==> src/rtl/seq_div32_pkg.sv <==
// Shared definitions for the iterative divider: widths, state encoding, latency
// constants and the magnitude / conditional-negate helpers.
package seq_div32_pkg;

  localparam int unsigned WIDTH       = 32;
  localparam int unsigned CNT_W       = 6;
  localparam int unsigned DIV_LATENCY = WIDTH + 2;

  localparam logic [WIDTH-1:0] DIV_ZERO_Q = '1;

  typedef enum logic [1:0] {
    S_IDLE = 2'd0,
    S_RUN  = 2'd1,
    S_FIX  = 2'd2,
    S_DONE = 2'd3
  } div_state_e;

  // Result sign context latched when an operation is accepted
  typedef struct packed {
    logic neg_q;
    logic neg_r;
  } sign_ctx_t;

  // Two's-complement magnitude when signed; wraps modulo 2^WIDTH (|0x80000000| = 0x80000000)
  function automatic logic [WIDTH-1:0] mag(input logic [WIDTH-1:0] x, input logic sgn);
    return (sgn && x[WIDTH-1]) ? WIDTH'(-x) : x;
  endfunction

  function automatic logic [WIDTH-1:0] neg_if(input logic [WIDTH-1:0] x, input logic neg);
    return neg ? WIDTH'(-x) : x;
  endfunction

endpackage

==> src/rtl/seq_div32_div_step.sv <==
// One restoring-division iteration: shift in the next dividend bit, trial-subtract
// the divisor magnitude, and keep the difference only when no borrow occurs.
module seq_div32_div_step
  import seq_div32_pkg::*;
(
  input  logic [WIDTH-1:0] rem,
  input  logic             q_msb,
  input  logic [WIDTH-1:0] divisor,
  output logic [WIDTH-1:0] next_rem,
  output logic             q_bit
);

  logic [WIDTH:0] shifted;
  logic [WIDTH:0] trial;

  // rem < divisor keeps shifted below 2*divisor, so trial[WIDTH] is exactly the borrow
  always_comb begin
    shifted  = {rem, q_msb};
    trial    = shifted - {1'b0, divisor};
    q_bit    = ~trial[WIDTH];
    next_rem = trial[WIDTH] ? shifted[WIDTH-1:0] : trial[WIDTH-1:0];
  end

endmodule

==> src/rtl/seq_div32.sv <==
// Iterative 32-bit signed/unsigned divider: one restoring step per clock,
// start/busy/done handshake, divide-by-zero shortcut.
module seq_div32
  import seq_div32_pkg::*;
(
  input  logic             clk,
  input  logic             rst_n,
  input  logic             start,
  input  logic             is_signed,
  input  logic [WIDTH-1:0] dividend,
  input  logic [WIDTH-1:0] divisor,
  output logic             busy,
  output logic             done,
  output logic [WIDTH-1:0] quotient,
  output logic [WIDTH-1:0] remainder,
  output logic             div_by_zero
);

  div_state_e       state;
  div_state_e       state_next;
  logic             accept_c;
  logic             zero_c;
  logic             last_step_c;

  logic [CNT_W-1:0] count;
  logic [WIDTH-1:0] rem;
  logic [WIDTH-1:0] q_reg;
  logic [WIDTH-1:0] dvsr;
  sign_ctx_t        sgn;

  logic [WIDTH-1:0] step_rem;
  logic             step_bit;

  seq_div32_div_step u_step (
    .rem      (rem),
    .q_msb    (q_reg[WIDTH-1]),
    .divisor  (dvsr),
    .next_rem (step_rem),
    .q_bit    (step_bit)
  );

  // State register
  always_ff @(posedge clk or negedge rst_n) begin
    if (!rst_n) begin
      state <= S_IDLE;
    end else begin
      state <= state_next;
    end
  end

  // Next-state and accept decode
  always_comb begin
    state_next  = state;
    accept_c    = 1'b0;
    zero_c      = (divisor == '0);
    last_step_c = (count == CNT_W'(WIDTH - 1));
    case (state)
      S_IDLE, S_DONE: begin
        if (start) begin
          accept_c   = 1'b1;
          state_next = zero_c ? S_DONE : S_RUN;
        end else begin
          state_next = S_IDLE;
        end
      end
      S_RUN: begin
        if (last_step_c) begin
          state_next = S_FIX;
        end
      end
      S_FIX:   state_next = S_DONE;
      default: state_next = S_IDLE;
    endcase
  end

  // Datapath and output registers; busy/done lag the state by one edge
  always_ff @(posedge clk or negedge rst_n) begin
    if (!rst_n) begin
      count       <= '0;
      rem         <= '0;
      q_reg       <= '0;
      dvsr        <= '0;
      sgn         <= '0;
      busy        <= 1'b0;
      done        <= 1'b0;
      quotient    <= '0;
      remainder   <= '0;
      div_by_zero <= 1'b0;
    end else begin
      busy <= (state == S_RUN) || (state == S_FIX);
      done <= (state == S_DONE);

      if (accept_c) begin
        count       <= '0;
        rem         <= '0;
        q_reg       <= mag(dividend, is_signed);
        dvsr        <= mag(divisor, is_signed);
        sgn.neg_q   <= is_signed & (dividend[WIDTH-1] ^ divisor[WIDTH-1]);
        sgn.neg_r   <= is_signed & dividend[WIDTH-1];
        div_by_zero <= zero_c;
        if (zero_c) begin
          quotient  <= DIV_ZERO_Q;
          remainder <= dividend;
        end
      end else if (state == S_RUN) begin
        rem   <= step_rem;
        q_reg <= {q_reg[WIDTH-2:0], step_bit};
        count <= count + CNT_W'(1);
      end else if (state == S_FIX) begin
        quotient  <= neg_if(q_reg, sgn.neg_q);
        remainder <= neg_if(rem, sgn.neg_r);
      end
    end
  end

endmodule

==> config.mk <==
export PLATFORM = sky130hd
export DESIGN_NAME = seq_div32
export DESIGN_NICKNAME = d
export VERILOG_FILES = /design/src/rtl/seq_div32_pkg.sv /design/src/rtl/seq_div32_div_step.sv /design/src/rtl/seq_div32.sv
export SDC_FILE = /design/constraint.sdc
export NUM_CORES = 1
export LEC_CHECK = 0
export ABC_AREA = 1
export CORE_MARGIN = 2
export CORE_UTILIZATION = 39
export CTS_CLUSTER_DIAMETER = 50
export DETAILED_ROUTE_END_ITERATION = 16
export GPL_ROUTABILITY_DRIVEN = 0
export GPL_TIMING_DRIVEN = 0
export PLACE_DENSITY = 0.69
export SLEW_MARGIN = 20
export SYNTH_ARGS = -nofsm -noshare
export SYNTH_HDL_FRONTEND = slang
export SYNTH_SLANG_ARGS = --single-unit
==> constraint.sdc <==
create_clock -name clk -period 5.75 [get_ports clk]
set_input_delay 0.575 -clock clk [delete_from_list [all_inputs] [get_ports clk]]
set_output_delay 0.575 -clock clk [all_outputs]
set_load 0.005 [all_outputs]
# Yosys cells after proc, flatten, opt, wreduce, memory -nomap -nowiden
# Cells that the tools add are included.
# totals
register_bits,173
inputBits,68
output_inout_bits,67
wordCells,63
# op_classes
n_addsub,6
eq_ne,7
n_mux,25
bitwise,4
reduce_logical,9
# ops
cell,count
2-to-1 mux 32 bit,17
negation 32 bit,4
subtractor 33 x 32 -> 33 bit,1
logical NOT 32 bit,1
2-to-1 mux 6 bit,2
adder 6 x 1 -> 6 bit (second input constant),1
== test 6 x 5 -> 1 bit (second input constant),1
2-to-1 mux 2 bit,3
case mux 2 bit (3 select lines),1
== test 2 bit (second input constant),2
inequality test 2 bit (second input constant),2
nonzero test 2 bit,2
AND reduction 3 bit,1
bitwise AND 1 bit,2
== test 2 x 1 -> 1 bit (second input constant),1
logical AND 1 bit,2
logical NOT 2 bit,1
2-to-1 mux 1 bit,2
inequality test 2 x 1 -> 1 bit (second input constant),1
OR reduction 2 bit,1
logical OR 1 bit,1
inverter 1 bit,1
XOR 1 bit,1

# Logic depth before layout (Yosys ltp)
# depth
ltp_word,5
ltp_mapped,18
depth_no_buf,17

# Hierarchy
# A second synthesis with hierarchy kept.
# hier_totals
hier_cells,2260
area_unflattened_um2,13820.8
# by_module_without_submodules
module,instances,cells_each,area_each_um2,seq_area_each_um2
seq_div32,1,1577,10657.7,4329.2
seq_div32_div_step,1,683,3163.0,0.0

# Worst setup path after synthesis
# No wires, ideal clock.
# synth_path
path_type,reg-to-reg
from,register q_reg[31]
to,register rem[10]
setup_time_ns,0.118
t_arrival_ns,2.038
required_time_ns,5.632
slack_ns,3.594
path_stages_with_launch,19
n_path_buf,1
synth_period_minus_slack_ns,2.156
cell_sequence,dfrtp_1 inv_1 ha_1 fa_1 inv_1 nand2_1 nand2_1 nand3_1 nand2_2 nand2_1 nand2_2 nand2_4 nand2_4 nand2_4 nand2_8 buf_6 nand2_1 nand3_1 nand2_1
# synth_between
elab_chain_cells,4
# synth_lines
item,line,source
"start, declared",seq_div32.sv:27,logic [WIDTH-1:0] q_reg;
"start signal, assigned",seq_div32.sv:96,"q_reg <= mag(dividend, is_signed);"
"start signal, assigned",seq_div32.sv:107,"q_reg <= {q_reg[WIDTH-2:0], step_bit};"
subtractor 33 x 32 -> 33 bit,seq_div32_div_step.sv:19,"trial = shifted - {1'b0, divisor};"
2-to-1 mux 32 bit,seq_div32_div_step.sv:21,next_rem = trial[WIDTH] ? shifted[WIDTH-1:0] : trial[WIDTH-1:0];
2-to-1 mux 32 bit,seq_div32.sv:105,end else if (state == S_RUN) begin
2-to-1 mux 32 bit,seq_div32.sv:93,if (accept_c) begin
"end signal, assigned",seq_div32.sv:106,rem <= step_rem;
"end, declared",seq_div32.sv:26,logic [WIDTH-1:0] rem;
# Every way passes these cells. The select of a mux whose other input is x is not followed.
# A chain may end at the register's enable or synchronous reset.

# Worst setup path after layout
# layout_path
from,register state[0]
to,register remainder[25]
# layout_between
elab_chain_cells,5
elab_cells_between_ends,11
classes_between,5 x eq/ne; 2 x mux; 4 x reduce/logical
# layout_lines
item,line,source
"start, declared",seq_div32.sv:19,div_state_e state;
"start signal, assigned",seq_div32.sv:47,state <= state_next;
== test 2 bit or logical NOT 2 bit (tied branches),seq_div32.sv:57,case (state)
OR reduction 2 bit,seq_div32.sv:57,
2-to-1 mux 1 bit,seq_div32.sv:57,
inequality test 2 x 1 -> 1 bit (no line) (tied with other cells),n/a,
AND reduction 3 bit (no line),n/a,
"end signal, assigned",seq_div32.sv:103,remainder <= dividend;
"end signal, assigned",seq_div32.sv:111,"remainder <= neg_if(rem, sgn.neg_r);"
"end, declared",seq_div32.sv:15,"output logic [WIDTH-1:0] remainder,"
# Parallel ways exist; a longest one is shown, timed or not.

==> out/results.ini <==
[yosys]
synth_seq_cells=173
synth.area.top_cells=dfrtp_1 (32%), nand2_1 (20%), inv_1 (8.5%)
yosysTopAreaCellShare_pct=32.2
synth-xor-area-share_pct=3.84
synthArstFlopShare_pct=100
yosysTopAreaCell=dfrtp_1
seq_area_frac_synth_pct=32.2
ys.flop_type=dfrtp_1
ys_types=55
netlist_area_mm2=0.0135
synth_nets=2225
synth.area.mux_share_pct=0
avgSynthCellArea_um2=6.36
synth-edff-count=0
syn_inst=2116
ys_warn_count=0
synthAdderAreaFrac_pct=3.87
synth_top_family_by_area=simple AND/OR/NAND/NOR gates
synth_compound_area_share_pct=11.3
synthSimpleGateAreaFrac_pct=37.8

[routing]
drtIter0Drc=1923
drc_errors=0
wl_per_cell_um=17.7
via_count=15101
dr.pass1.iters=7
vias_per_cell=5.51
wl_mm=48.5
ant_nets=0

[place]
io_buffer_count=134
dp_hpwl_mm=38.9
placed_area_mm2=0.0154
place_inst=2707
dpl_worst_slack_ps=2210

[layout]
utilization_pct=46.6
final_layout_size_suffix_gt1_share_pct=3.68
layout.cells.non_filler=2739
syn2layout_area_growth_pct=18.8
final_nets=2380
diodes=0
final_area_mm2=0.0160
layout_commonest_cell=nand2_1
final_cell_mix=nand2_1 (700), inv_1 (306), nand3_1 (211), nor2_1 (190), dfrtp_1 (173)

[pwr]
p_total_mw=7.45
leakage_nw=8.31
peakVddDrop_uv=231
powerDensity_mw_per_mm2=466

[floorplanning]
die-area_mm2=0.0360
die_w_um=190
io_pins=135
core_mm2=0.0343
fp.dieH_um=190
initial_utilization_pct=39.2
row_count=68

[hold_path]
hold_class=in2async

[clocking]
cts_buffers=17
clk_pin_slew_ps=80
clk_root_buffer_cell=clkbuf_16
clock_path_buffers=2
clock-sinks=173
postCtsSetupBuffers=0
cts_hold_buf=0
cts_tree=done
htree_levels=4
cts_resized=0
clkLatencyLatePin_ps=440

[timing]
relSlewSlack_pct=35.9
post-route-period-util_pct=58.4
hold_slack_ps=36.0
max_freq_mhz=298
hold_violations=0
skew_ps=12.6
period_minus_slack_ps=3360
rsz0062_at_grt=false
setup_violations=0
fin_tns_setup_ps=0
slew_viol_final=0
tightest_slew_ps=958
worst_slack_ps=2390

[global_routing]
grt_max_degree=67
overflow=0
grt_first_pass_wirelength_mm=76.7
antenna_found_initial=0
grt_use_total_pct=27.1
grt_pass1_vias=14181

[worst_setup_path]
r2r_slack_ps=2390
cp.arrival_ps=3740
reg2regPathDepth=10
timing.rr.start=state[0]
reg2reg_to=remainder[25]
critPathLaunchType=register
worstPathMaxFanout=10
cp_data_required_time_ps=6130
endpoint_kind=register
path_class=reg2reg

[outcome]
outcome=completed

[job]
maxCapViolCount=0

## kinds of logic after synthesis
family                   Yosys count
AND/OR/NAND/NOR                 1207
XOR/XNOR                          59
adder cells (fa/ha/maj)           41
AO/OA/AOI/OAI                    258
buffers and inverters            378
flip-flops                       173
## report_power, final
part / switching, mW / internal, mW
clock network: 0.566 / 0.572
logic: 2.82 / 1.51
registers: 0.309 / 1.68
total: 3.69 / 3.76
## synth_stat cells, drive strengths merged (9+ instances only)
library cell and count:
clkbuf 44, nor2 198, dfrtp 173, o22ai 19
nand3 212, a31oi 14, o211ai 12, xor2 39
o21ai 106, nand2 709, o31ai 10, xnor2 20
or2 9, nor3 26, nand4 33, buf 22
inv 310, a21oi 66, nand3b 10, ha 40
## worst max-delay path by stage
stage,from,endpoint,cells after the start
2_1_floorplan,q_reg[31],rem[10],18
3_3_place_gp,rst_n,dvsr[17],1
3_5_place_dp,start,remainder[25],9
4_1_cts,state[0],remainder[25],10
5_1_grt,state[0],remainder[23],10
6_report,state[0],remainder[25],10
## metal layers
| layer | track usage (%) | part of all wire (%) | up-vias |
|---|---|---|---|
| met5 | 0 | 0 | - |
| li1 | - | - | 7080 |
| met4 | 11.7 | 5.1 | 0 |
| met2 | 44.8 | 45 | 878 |
| met3 | 3.65 | 8.7 | 162 |
| met1 | 35.7 | 41 | 6981 |
## cell type report
type                    instances  area [um2]
multi-input cells            1565        7640
fillers                      3477       18300
well taps                     455         569
clock buffers                  18         429
plain buffers                  66         312
inverters                     312        1170
flip-flops and latches        173        4330
repair buffers                136        1400
clock inverters                14         131
## worst max-delay path, cell delays in order (launching register included)
cell and delay, ps:
dfrtp_1 390, inv_1 70, ha_1 310, nand2_1 380, inv_2 100, nor2_1 740, inv_2 220, nand2_2 290
clkbuf_1 550, nand2_1 140, nand2_1 100
No activity file was read; power rests on OpenSTA's default activity.
